`src/rtl/instruction_encoder.sv`:
```
// Instruction encoder: turns an operation select plus register/immediate
// fields into a 32-bit instruction word. It rejects illegal requests with an
// error pulse and a saturating count, tags each accepted word with a running
// byte address, and buffers words in a 2-entry FIFO behind a valid/ready
// output handshake.
module instruction_encoder (
  input  logic        clock,
  input  logic        reset_n,
  input  logic        clear,
  input  logic        in_valid,
  output logic        in_ready,
  input  logic [3:0]  op_sel,
  input  logic [4:0]  rd,
  input  logic [4:0]  rn,
  input  logic [4:0]  rm,
  input  logic [31:0] imm,
  output logic        out_valid,
  input  logic        out_ready,
  output logic [31:0] out_instr,
  output logic [31:0] out_addr,
  output logic        err,
  output logic [7:0]  err_count
);

  typedef enum logic [3:0] {
    OP_ADD  = 4'd0,  OP_SUB  = 4'd1,  OP_AND  = 4'd2,  OP_ORR  = 4'd3,
    OP_EOR  = 4'd4,  OP_ADDI = 4'd5,  OP_SUBI = 4'd6,  OP_ANDI = 4'd7,
    OP_ORRI = 4'd8,  OP_EORI = 4'd9,  OP_LDUR = 4'd10, OP_STUR = 4'd11,
    OP_CBZ  = 4'd12, OP_B    = 4'd13, OP_MOVZ = 4'd14, OP_ILL  = 4'd15
  } op_e;

  op_e         op;
  logic [31:0] word;
  logic        legal;

  logic        accept;
  logic        push;
  logic        pop;
  logic        reject;

  logic        ready_en;   // low in reset, high from the first edge after it
  logic [1:0]  count;      // occupancy, 0..2
  logic        rd_ptr;
  logic        wr_ptr;
  logic [31:0] pc;

  logic [31:0] mem_instr [2];
  logic [31:0] mem_addr  [2];

  assign op = op_e'(op_sel);

  // Field packing and immediate range checks for every operation.
  // NOTE: every output of a combinational block gets a default first;
  // otherwise a path that skips the assignment infers a latch.
  always_comb begin
    word  = '0;
    legal = 1'b0;
    case (op)
      OP_ADD:  begin word = {11'b10001011000, rm, 6'b0, rn, rd}; legal = 1'b1; end
      OP_SUB:  begin word = {11'b11001011000, rm, 6'b0, rn, rd}; legal = 1'b1; end
      OP_AND:  begin word = {11'b10001010000, rm, 6'b0, rn, rd}; legal = 1'b1; end
      OP_ORR:  begin word = {11'b10101010000, rm, 6'b0, rn, rd}; legal = 1'b1; end
      OP_EOR:  begin word = {11'b11101010000, rm, 6'b0, rn, rd}; legal = 1'b1; end
      OP_ADDI: begin word = {10'b1001000100, imm[11:0], rn, rd}; legal = (imm[31:12] == 20'd0); end
      OP_SUBI: begin word = {10'b1101000100, imm[11:0], rn, rd}; legal = (imm[31:12] == 20'd0); end
      OP_ANDI: begin word = {10'b1001001000, imm[11:0], rn, rd}; legal = (imm[31:12] == 20'd0); end
      OP_ORRI: begin word = {10'b1011001000, imm[11:0], rn, rd}; legal = (imm[31:12] == 20'd0); end
      OP_EORI: begin word = {10'b1101001000, imm[11:0], rn, rd}; legal = (imm[31:12] == 20'd0); end
      OP_LDUR: begin
        word  = {11'b11111000010, imm[8:0], 2'b00, rn, rd};
        legal = (imm[31:8] == {24{imm[8]}});
      end
      OP_STUR: begin
        word  = {11'b11111000000, imm[8:0], 2'b00, rn, rd};
        legal = (imm[31:8] == {24{imm[8]}});
      end
      OP_CBZ: begin
        word  = {8'b10110100, imm[18:0], rd};
        legal = (imm[31:18] == {14{imm[18]}});
      end
      OP_B: begin
        word  = {6'b000101, imm[25:0]};
        legal = (imm[31:25] == {7{imm[25]}});
      end
      OP_MOVZ: begin
        word  = {9'b110100101, 2'b00, imm[15:0], rd};
        legal = (imm[31:16] == 16'd0);
      end
      default: begin word = '0; legal = 1'b0; end
    endcase
  end

  // Handshake decode; in_ready looks at occupancy before any same-cycle pop.
  assign in_ready  = ready_en && (count != 2'd2);
  assign out_valid = (count != 2'd0);
  assign accept    = in_valid && in_ready;
  assign push      = accept && legal;
  assign reject    = accept && !legal;
  assign pop       = out_valid && out_ready;

  // The head is masked while the FIFO is empty, so the storage needs no reset.
  assign out_instr = out_valid ? mem_instr[rd_ptr] : 32'd0;
  assign out_addr  = out_valid ? mem_addr[rd_ptr]  : 32'd0;

  // FIFO pointers, occupancy, pc and the ready enable.
  // NOTE: sequential state uses non-blocking assignments so every register
  // samples the pre-edge values, independent of statement order.
  always_ff @(posedge clock or negedge reset_n) begin
    if (!reset_n) begin
      ready_en <= 1'b0;
      count    <= 2'd0;
      rd_ptr   <= 1'b0;
      wr_ptr   <= 1'b0;
      pc       <= 32'd0;
    end else begin
      ready_en <= 1'b1;
      if (clear) begin
        count  <= 2'd0;
        rd_ptr <= 1'b0;
        wr_ptr <= 1'b0;
        pc     <= 32'd0;
      end else begin
        if (push) begin
          wr_ptr <= ~wr_ptr;
          pc     <= pc + 32'd4;
        end
        if (pop) begin
          rd_ptr <= ~rd_ptr;
        end
        count <= count + 2'(push) - 2'(pop);
      end
    end
  end

  // FIFO storage write.
  // NOTE: the storage array is deliberately left out of reset; the occupancy
  // count is what says whether an entry is meaningful.
  always_ff @(posedge clock) begin
    if (push && !clear) begin
      mem_instr[wr_ptr] <= word;
      mem_addr[wr_ptr]  <= pc;
    end
  end

  // Error pulse and the saturating reject counter.
  always_ff @(posedge clock or negedge reset_n) begin
    if (!reset_n) begin
      err       <= 1'b0;
      err_count <= 8'd0;
    end else if (clear) begin
      err       <= 1'b0;
      err_count <= 8'd0;
    end else begin
      err <= reject;
      if (reject && (err_count != 8'hFF)) begin
        err_count <= err_count + 8'd1;
      end
    end
  end

endmodule

```
`config.mk`:
```
export PLATFORM = sky130hd
export DESIGN_NAME = instruction_encoder
export DESIGN_NICKNAME = d
export VERILOG_FILES = /design/src/rtl/instruction_encoder.sv
export SDC_FILE = /design/constraint.sdc
export NUM_CORES = 1
export LEC_CHECK = 0
export ABC_AREA = 1
export CAP_MARGIN = 25
export CORE_AREA = 2 2 136 125
export DETAILED_ROUTE_END_ITERATION = 8
export DIE_AREA = 0 0 138 127
export GPL_ROUTABILITY_DRIVEN = 1
export GPL_TIMING_DRIVEN = 0
export PLACE_DENSITY = 0.79
export SLEW_MARGIN = 20
export SYNTH_ARGS = -nofsm -noshare
export SYNTH_HDL_FRONTEND = slang
export SYNTH_SLANG_ARGS = --single-unit
```
`constraint.sdc`:
```
create_clock -name clock -period 15.15 [get_ports clock]
set_input_delay 2.2725 -clock clock [delete_from_list [all_inputs] [get_ports clock]]
set_output_delay 2.2725 -clock clock [all_outputs]
set_load 0.01 [all_outputs]
```
# Word-level counts from Yosys, hierarchy flattened
# Memory sizes are Yosys's and may differ from the RTL's.
# Cells that the tools add are included.
# totals
word_cells	69
ram_bits	128
out_inout_bits	75
in_bits	56
reg_bits	46
latchBits	0
mem_count	2
romBits	0
# op_classes
add_sub_neg	4
bitwise_logic	2
n_eq_ne	19
shift	0
reduce_logical	19
n_mux	16
div	0
multipliers	0
magnitude_cmp	0
# mem_list
name	depth	word_bits	read_ports	rd_clocked_by_memory_dff	write_ports	line	rtl
mem_addr	2	32	1	0	1	48	logic [31:0] mem_addr [2];
mem_instr	2	32	1	0	1	47	logic [31:0] mem_instr [2];
# op_table
op	n
one-hot mux 32 bit (15 select lines)	1
two-way mux 32 bit	4
adder 32 x 3 -> 32 bit, second input constant	1
== test 4 bit, second input constant	7
== test 23 bit	1
zero test 20 bit	1
== test 4 x 3 -> 1 bit, second input constant	4
zero test 16 bit	1
two-way mux 8 bit	2
== test 13 bit	1
OR reduction 5 bit	2
adder 8 x 1 -> 8 bit, second input constant	1
== test 4 x 2 -> 1 bit, second input constant	2
!= test 8 bit, second input constant	1
nonzero test 2 bit	4
logical AND 1 bit	7
two-way mux 1 bit	7
== test 6 bit	1
one-hot mux 1 bit (6 select lines)	1
== test 4 x 1 -> 1 bit, second input constant	1
zero test 4 bit	1
adder 2 x 1 -> 2 bit	1
zero test 1 bit	2
two-way mux 2 bit	1
4 further kinds	5

# Longest topological paths before layout
# Gate-level depths: netlist of the first run.
# depth
ltp_word	8
mapped_depth	15
ltp_nobuf	14

# Worst setup path after synthesis of the first run
# OpenSTA, ideal clock, no wires.
# synth_path
path_kind	input to register
startpoint	input port imm[18]
endpoint	memory mem_addr[1][10], enable pin
setup_slack_ns	7.043
path_stages	11
setup_time_ns	0.559
t_arrival_ns	7.548
t_required_ns	14.591
path_buffers	1
path_cell_list	inv_1 ha_1 nand3_1 nor2_1 nand3b_1 nor2_4 nor2_4 nand3_2 nand2_2 buf_2 nor3_1
# synth_between
elab_chain_cells	6
word_cells_on_any_way	9
classes_between	eq/ne (2); mux (3); reduce/logical (4)
# synth_lines
item	line	rtl
from (decl)	16	input logic [31:0] imm,
== test 23 bit (tied with other cells)	71, 75	
one-hot mux 1 bit (6 select lines) (*)	58	case (op)
logical AND 1 bit (*)	97	assign push = accept && legal;
logical AND 1 bit (*)	139	if (push && !clear) begin
two-way mux 1 bit (*)	139	
two-way mux 1 bit (not written as such) (*)	141	mem_addr[wr_ptr] <= pc;
to (decl)	48	
# Every way passes the cells marked *; elsewhere a longest branch is shown, timed or not.

# Final worst setup path of the first run
# layout_path
startpoint	input port imm[18]
endpoint	memory mem_addr[1][28], enable pin
# Same word-level chain as after synthesis.

==> impl_metrics.yaml, run 1 <==
status:
  outcome: "complete, no violations"
worst_setup_path:
  cp_max_fo: 10
  arrival_ns: 5.58
  critPathCaptureType: "flip-flop"
  required_ns: 15.28
  crit_type: "in -> reg"
  reg2reg_from: "count[1]"
  ff2ff_path_depth: 9
  rrSetupSlack_ns: 12.02
  startpoint: "imm[18]"
  worst_setup_path_start_kind: "primary input"
  worstReg2RegEnd: "mem_addr[1][28]"
  endpoint: "mem_addr[1][28]"
floorplan:
  die_w_um: 138
  initial_core_util_pct: 53.4
  dieArea_um2: 17500
  io_pins: 131
  fp-row-count: 44
  die_h_um: 127
  core_area_um2: 16000
global_routing:
  grt_max_degree: 53
  grt_pass1_vias: 6959
  antenna_found_initial: 0
  grt_use_total_pct: 26.8
  overflow: 0
  grt_pass1_wl_um: 36900
timing:
  setup_viol: 0
  fin_worst_skew_ns: 0.00556
  setup_ws_ns: 9.70
  period_minus_slack_ns: 5.45
  post-route-period-util_pct: 36.0
  finalSetupTns_ns: 0
  slew_headroom_pct: 44.3
  rsz0062_at_grt: "false"
  worst_pin_slew_ns: 0.831
  holdWs_ns: 0.521
  hold_violations: 0
  max_freq_ghz: 0.183
  drv_slew: 0
drt:
  routed_wl_um: 22800
  drtIter0Drc: 762
  ant_nets: 0
  num_vias: 7367
  drc: 0
  first_pass_iters: 7
  post_drt_wl_per_cell_um: 17.1
  post_drt_via_cell_ratio: 5.53
power:
  p_leak_nw: 4.34
  ir_worst_vdd_mv: 0.136
  powerDensity_nw_per_um2: 132
clock_network:
  root_buffer: "clkbuf_16"
  htree_levels: 4
  cts_tree: "yes"
  postCtsSetupRepairBufs: 0
  cts_sinks: 168
  clk_pin_slew_worst_paths_ns: 0.07
  hold_buffers: 0
  numCtsBuffers: 17
  cts-resized-gates: 0
  clk_latency_ns: 0.43
  clock_path_buffers: 2
finish:
  antenna_cells: 0
  fillCellCount: 1277
  seqCellArea_um2: 4820
  area_delta_synth_final_pct: 26.6
  multi_input_area_um2: 3230
  nNetsFinal: 1173
  final_util_pct: 67.6
  finalNonFillerCells: 1332
  drive_gt1_share_pct: 6.31
  final_common_cell: "nand2_1"
  final_cell_mix: "295 x nand2_1, 127 x clkdlybuf4s50_1, 124 x edfxtp_1"
placed_design:
  globalplace.congestion: 1.00
  io_buffers: 128
  place_inst: 1300
  place_hpwl_um: 16400
  pre_cts_slack_ns: 9.28
job:
  cap_violations: 0
synthesis:
  ys_types: 37
  synthCells: 955
  ys_seq_area_share_pct: 56.6
  yosysWarnings: 0
  synth_edf_count: 124
  ys_ff_latch: 168
  synthFlopType: "edfxtp_1"
  syn-cell-area_um2: 8520
  avgSynthCellArea_um2: 8.92
  synthArstFlopShare_pct: 26.2
worst_hold_path:
  hold_class: "reg -> reg"
how the worst min path moves through the flow:
stage                 from               to  cells after the start  slack, ns
finish              wr_ptr           wr_ptr                      2       0.52
global route        pc[14]  mem_addr[0][14]                      0       0.57
CTS                 wr_ptr           wr_ptr                      2       0.52
detailed placement  wr_ptr           wr_ptr                      2       0.50
global placement    wr_ptr           wr_ptr                      2       0.49
floorplan           wr_ptr           wr_ptr                      2       0.48
cell type report:
class / instances / share of cell area, %
plain buffers: 38 / 1.59
multi-input cells: 669 / 30.0
clock buffers: 17 / 3.94
repair buffers: 137 / 12.8
flip-flops and latches: 168 / 44.7
inverters: 81 / 2.84
well taps: 207 / 2.40
clock inverters: 15 / 1.76
through the flow:
step | power (W) | cell area (um^2)
after floorplan | 0.000726 | 8530
after global placement | 0.000973 | 10100
after detailed placement | 0.000979 | 10200
after CTS | 0.00143 | 10800
after global routing | 0.00149 | 10800
final | 0.00142 | 10800
sequential cells by signal, summed over array words and instances, names as in the netlist:
register / count
err_count: 8
count: 2
err: 1
rd_ptr: 1
wr_ptr: 1
pc: 30
ready_en: 1
mem_instr: 64
mem_addr: 60
cells by family (layout without fill, tap and decap cells):
group / count (synthesis) / after routing / synth area share [%]
other: 2 / 3 / 0.0881
AND/OR/NAND/NOR: 514 / 514 / 26.1
buffers and inverters: 119 / 288 / 5.58
flip-flops: 168 / 168 / 56.6
AO/OA/AOI/OAI: 115 / 115 / 7.63
adder cells (fa/ha/maj): 5 / 5 / 0.734
XOR/XNOR: 32 / 32 / 3.29
cells in the mapped netlist (8+ instances only):
cell type | count | area share [%]
nand4_1 | 13 | 0.95
nand2_1 | 295 | 13
xor2_1 | 27 | 2.8
inv_1 | 72 | 3.2
inv_2 | 9 | 0.40
o221ai_1 | 8 | 0.82
nand3b_1 | 24 | 2.1
a21oi_1 | 71 | 4.2
nand3_1 | 74 | 4.3
nor2_1 | 77 | 3.4
edfxtp_1 | 124 | 44
nor3_1 | 20 | 1.2
o21ai_0 | 16 | 0.94
dfrtp_1 | 44 | 13
clkbuf_1 | 27 | 1.2
report_power, final:
| group | switching [W] | internal (W) |
|---|---|---|
| registers | 0.00000437 | 0.000504 |
| logic | 0.000260 | 0.000202 |
| clock network | 0.000188 | 0.000263 |
| total | 0.000452 | 0.000969 |
worst max-delay path, stage by stage:
cell and delay [ns]:
clkdlybuf4s50_1 0.50, inv_1 0.23, ha_1 0.24, nand3_1 0.08, nor2_1 0.15, nand3b_1 0.14, nor2_4 0.12, nor2_4 0.05
nand3_2 0.13, nand2_2 0.12, buf_2 0.22, nor3_2 0.65, buf_6 0.25, buf_4 0.20, buf_4 0.21
routing by layer:
metal,GRT usage [%],vias to the layer above,wire [um]
met3,4.99,33,2030
met1,39.4,3439,10000
met5,0,-,0
met4,8.88,0,436
li1,-,3522,-
met2,40.7,373,10300
Power figures use the tool's default switching activity.
==> run 2: changes to the inputs <==
==> constraint.sdc (replaced) <==
create_clock -name clock -period 5.5 [get_ports clock]
set_input_delay 0.825 -clock clock [delete_from_list [all_inputs] [get_ports clock]]
set_output_delay 0.825 -clock clock [all_outputs]
set_load 0.01 [all_outputs]
==> impl_metrics.yaml, run 2 (synthesis results as in run 1) <==
status:
  outcome: "complete, no violations"
worst_setup_path:
  reg2reg_from: "count[1]"
  critPathCaptureType: "flip-flop"
  ff2ff_path_depth: 9
  cp_max_fo: 16
  required_ns: 5.63
  crit_type: "in -> reg"
  rrSetupSlack_ns: 2.49
  worst_setup_path_start_kind: "primary input"
  worstReg2RegEnd: "mem_addr[1][28]"
  arrival_ns: 4.08
placed_design:
  place_hpwl_um: 17200
  pre_cts_slack_ns: 1.15
  io_buffers: 128
  globalplace.congestion: 0.960
finish:
  multi_input_area_um2: 3240
  nNetsFinal: 1170
  largest_register: "mem_instr"
  antenna_cells: 0
  final_common_cell: "nand2_1"
  final_cell_mix: "295 x nand2_1, 127 x clkdlybuf4s50_1, 124 x edfxtp_1"
  top_regs: "mem_instr x64, mem_addr x60, pc x30"
  largest_reg_flops: 64
  seqCellArea_um2: 4820
  area_delta_synth_final_pct: 27.2
  drive_gt1_share_pct: 6.15
  fillCellCount: 1307
  final_util_pct: 67.9
clock_network:
  root_buffer: "clkbuf_16"
  postCtsSetupRepairBufs: 0
  cts-resized-gates: 0
  clock_path_buffers: 2
  htree_levels: 4
  numCtsBuffers: 17
  hold_buffers: 0
  clk_latency_ns: 0.43
  clk_pin_slew_worst_paths_ns: 0.07
  cts_sinks: 168
  cts_tree: "yes"
floorplan:
  die_h_um: 127
  core_area_um2: 16000
  die_w_um: 138
  io_pins: 131
  dieArea_um2: 17500
  fp-row-count: 44
  initial_core_util_pct: 53.4
global_routing:
  antenna_found_initial: 0
  grt_pass1_wl_um: 38200
  grt_max_degree: 54
  grt_use_total_pct: 27.8
  grt_pass1_vias: 7169
  overflow: 0
power:
  ir_worst_vdd_mv: 0.310
  p_leak_nw: 4.36
  pwr-share-clk_pct: 32.3
  internal_power_w: 0.00268
  p_sw_w: 0.00128
  switching_share_pct: 32.3
  seqPwrFrac_pct: 35.4
  power_w: 0.00396
  powerDensity_nw_per_um2: 365
  p_comb_share_pct: 32.3
drt:
  post_drt_wl_per_cell_um: 17.9
  first_pass_iters: 7
  drc: 0
  routed_wl_um: 23800
  num_vias: 7422
  post_drt_via_cell_ratio: 5.58
  ant_nets: 0
  drtIter0Drc: 827
timing:
  max_freq_ghz: 0.254
  worst_pin_slew_ns: 0.747
  drv_slew: 0
  setup_viol: 0
  slew_headroom_pct: 50.0
  rsz0062_at_grt: "false"
  finalSetupTns_ns: 0
  hold_violations: 0
  post-route-period-util_pct: 71.7
  fin_worst_skew_ns: 0.00807
  period_minus_slack_ns: 3.94
  holdWs_ns: 0.417
  setup_ws_ns: 1.56
job:
  cap_violations: 0
worst_hold_path:
  hold_class: "in -> async"
## run 2: metrics by stage
| step | instance area [um^2] | cells |
|---|---|---|
| 6_report | 10800 | 1329 |
| 5_1_grt | 10800 | 1329 |
| 4_1_cts | 10800 | 1329 |
| 3_5_place_dp | 10200 | 1297 |
| 3_3_place_gp | 10100 | 1291 |
| 2_1_floorplan | 8530 | 956 |
## run 2: critical path, cell delays in order
cell and delay [ns]:
clkdlybuf4s50_1 0.52, inv_1 0.26, ha_1 0.25, nand3_1 0.09, nor2_1 0.17, nand3b_1 0.15
nor2_4 0.12, nor2_4 0.05, nand3_2 0.13, nand2_2 0.12, buf_2 0.22, nor3_4 0.56
buf_8 0.24, buf_16 0.16, buf_8 0.18
## run 2: power by group through the flow
stage                     registers (W)  logic (W)  clock network, W
final                           0.00140    0.00128           0.00128
after global routing            0.00140    0.00139           0.00134
after CTS                       0.00140    0.00129           0.00129
after detailed placement        0.00143    0.00128                 0
after global placement          0.00143    0.00125                 0
after floorplan                 0.00143   0.000574                 0
## run 2: worst max path at each step
stage | start | end | slack [ns] | cells after the start
4_1_cts | imm[18] | mem_addr[1][28] | 1.58 | 15
3_5_place_dp | imm[18] | mem_instr[1][15] | 1.15 | 15
3_3_place_gp | imm[18] | mem_instr[1][15] | -1.68 | 12
6_report | imm[18] | mem_addr[1][28] | 1.56 | 15
5_1_grt | imm[18] | mem_addr[1][28] | 1.34 | 15
2_1_floorplan | imm[18] | mem_addr[1][10] | 0.76 | 11
## run 2: area by class of cell
class                           count  area share (%)
Inverter                           81            2.83
Buffer                             38            1.58
Timing Repair Buffer              134            13.0
Multi-Input combinational cell    669            29.9
Tap cell                          207            2.39
Sequential cell                   168            44.5
Clock inverter                     15            1.93
Clock buffer                       17            3.93
## run 2: per-layer routing
layer  vias up  GRT usage [%]  share of wire (%)
li1       3516              -                  -
met1      3495           39.8                 44
met2       380           44.4                 47
met3        31           4.54                8.1
met4         0           8.40                1.5
met5         -              0                  0
==> run 3: changes to the inputs <==
==> constraint.sdc (replaced) <==
create_clock -name clock -period 4.1 [get_ports clock]
set_input_delay 0.615 -clock clock [delete_from_list [all_inputs] [get_ports clock]]
set_output_delay 0.615 -clock clock [all_outputs]
set_load 0.01 [all_outputs]
==> impl_metrics.yaml, run 3 (synthesis results as in run 1) <==
global_routing:
  antenna_found_initial: 1
  grt_max_degree: 54
  grt_pass1_vias: 6847
  grt_pass1_wl_um: 36900
  overflow: 0
  grt_use_total_pct: 27.0
worst_setup_path:
  required_ns: 4.23
  worstReg2RegEnd: "mem_instr[1][3]"
  worst_setup_path_start_kind: "primary input"
  crit_type: "in -> reg"
  cpMaxStageDelayCell: "nor3_4"
  reg2reg_from: "count[1]"
  rrSetupSlack_ns: 1.24
  ff2ff_path_depth: 8
  arrival_ns: 3.65
  cp_max_fo: 16
  critical-path-max-stage-delay_ns: 0.54
  critPathCaptureType: "flip-flop"
  startpoint: "imm[18]"
  path_cells: "clkdlybuf4s50_1 > inv_1 > ha_1 > nand3_1 > nor2_1 > nand3b_1 > nor2_4 > nor2_4 > nand3_2 > nand2_2 > buf_2 > nor3_4 > buf_8 > buf_8"
clock_network:
  clock_path_buffers: 2
  postCtsSetupRepairBufs: 0
  cts_tree: "yes"
  root_buffer: "clkbuf_16"
  cts_sinks: 168
  numCtsBuffers: 17
  hold_buffers: 0
  cts-resized-gates: 0
  clk_latency_ns: 0.42
  clk_pin_slew_worst_paths_ns: 0.07
  htree_levels: 4
timing:
  setup_viol: 0
  post-route-period-util_pct: 85.8
  fin_worst_skew_ns: 0.00576
  period_minus_slack_ns: 3.52
  drv_slew: 0
  rsz0062_at_grt: "false"
  hold_violations: 0
  max_freq_ghz: 0.284
  worst_pin_slew_ns: 0.771
  slew_headroom_pct: 48.4
placed_design:
  place_area_um2: 10200
  io_buffers: 128
  place_hpwl_um: 16800
  globalplace.congestion: 0.952
floorplan:
  initial_core_util_pct: 53.4
  dieArea_um2: 17500
  die_w_um: 138
  die_h_um: 127
  io_pins: 131
  fp-row-count: 44
  core_area_um2: 16000
drt:
  drc: 0
  first_pass_iters: 5
  post_drt_via_cell_ratio: 5.58
  num_vias: 7424
  drtIter0Drc: 812
  post_drt_wl_per_cell_um: 17.5
  routed_wl_um: 23300
  ant_nets: 0
worst_hold_path:
  hold_class: "in -> async"
job:
  cap_violations: 0
power:
  p_comb_share_pct: 33.0
  switching_share_pct: 32.2
  ir_worst_vdd_mv: 0.358
  powerDensity_nw_per_um2: 482
  p_leak_nw: 4.34
  seqPwrFrac_pct: 36.1
  p_sw_w: 0.00168
  pwr-share-clk_pct: 30.9
  internal_power_w: 0.00352
finish:
  largest_register: "mem_instr"
  final_cell_area_um2: 10800
  final_util_pct: 67.5
  fillCellCount: 1290
  drive_gt1_share_pct: 6.06
  nNetsFinal: 1170
  final_cell_mix: "295 x nand2_1, 127 x clkdlybuf4s50_1, 124 x edfxtp_1"
  top_regs: "mem_instr x64, mem_addr x60, pc x30"
  area_delta_synth_final_pct: 26.4
  largest_reg_flops: 64
  final_common_cell: "nand2_1"
status:
  outcome: "complete, no violations"
==> run 3: cell count changes in the layout (fill, tap and decap cells not counted) <==
cell	delta
buf_12	+1
clkinv_4	+2
bufinv_16	-1
clkinv_2	+1
diode_2	+1
clkinv_8	-2
buf_16	-2
buf_8	+1
clkinvlp_4	-1
clkinv_1	+1
==> run 3: worst max-delay path: cells and delay by family <==
family                   cells  cell delay [ns]
buffers and inverters        5             1.43
adder cells (fa/ha/maj)      1             0.23
AND/OR/NAND/NOR              8             1.34
==> run 3: metal layers <==
metal  GRT usage, %  vias up  part of all wire (%)
li1               -     3518                     -
met1           38.4     3522                    44
met2           42.1      349                    46
met3           6.33       35                   7.8
met4           7.92        0                   1.9
met5              0        -                     0
==> run 3: final cells by class <==
cell class              instances  area, um^2  share of cell area, %
flip-flops and latches        168        4820                   44.8
clock buffers                  17         425                   3.95
clock inverters                15         165                   1.53
multi-input cells             669        3240                   30.0
well taps                     207         259                   2.40
inverters                      81         307                   2.84
repair buffers                134        1380                   12.8
diodes                          1        2.50                 0.0232
plain buffers                  38         171                   1.59
==> run 3: power by group through the flow <==
stage                     sequential [W]  combinational (W)  clock (W)
after floorplan                  0.00191           0.000770          0
after global placement           0.00191            0.00168          0
after detailed placement         0.00191            0.00171          0
after CTS                        0.00188            0.00172    0.00162
after global routing             0.00188            0.00186    0.00169
final                            0.00188            0.00171    0.00161
==> run 3: worst max path at each step <==
stage / to / cells past startpoint
floorplan: mem_addr[1][10] / 11
global placement: mem_instr[1][15] / 12
detailed placement: mem_addr[1][25] / 14
CTS: mem_instr[1][3] / 14
global route: mem_instr[1][3] / 14
finish: mem_instr[1][3] / 14
==> run 3: stage by stage <==
stage / total power (W) / hold slack (ns) / instances / setup WS [ns] / TNS (ns)
finish: 0.00520 / 0.129 / 1330 / 0.584 / 0
global route: 0.00543 / 0.151 / 1330 / 0.385 / 0
CTS: 0.00523 / 0.131 / 1329 / 0.648 / 0
detailed placement: 0.00362 / 0.515 / 1297 / 0.199 / 0
global placement: 0.00360 / 0.498 / 1291 / -1.30 / -140.04
floorplan: 0.00268 / 0.319 / 956 / 0.515 / 0
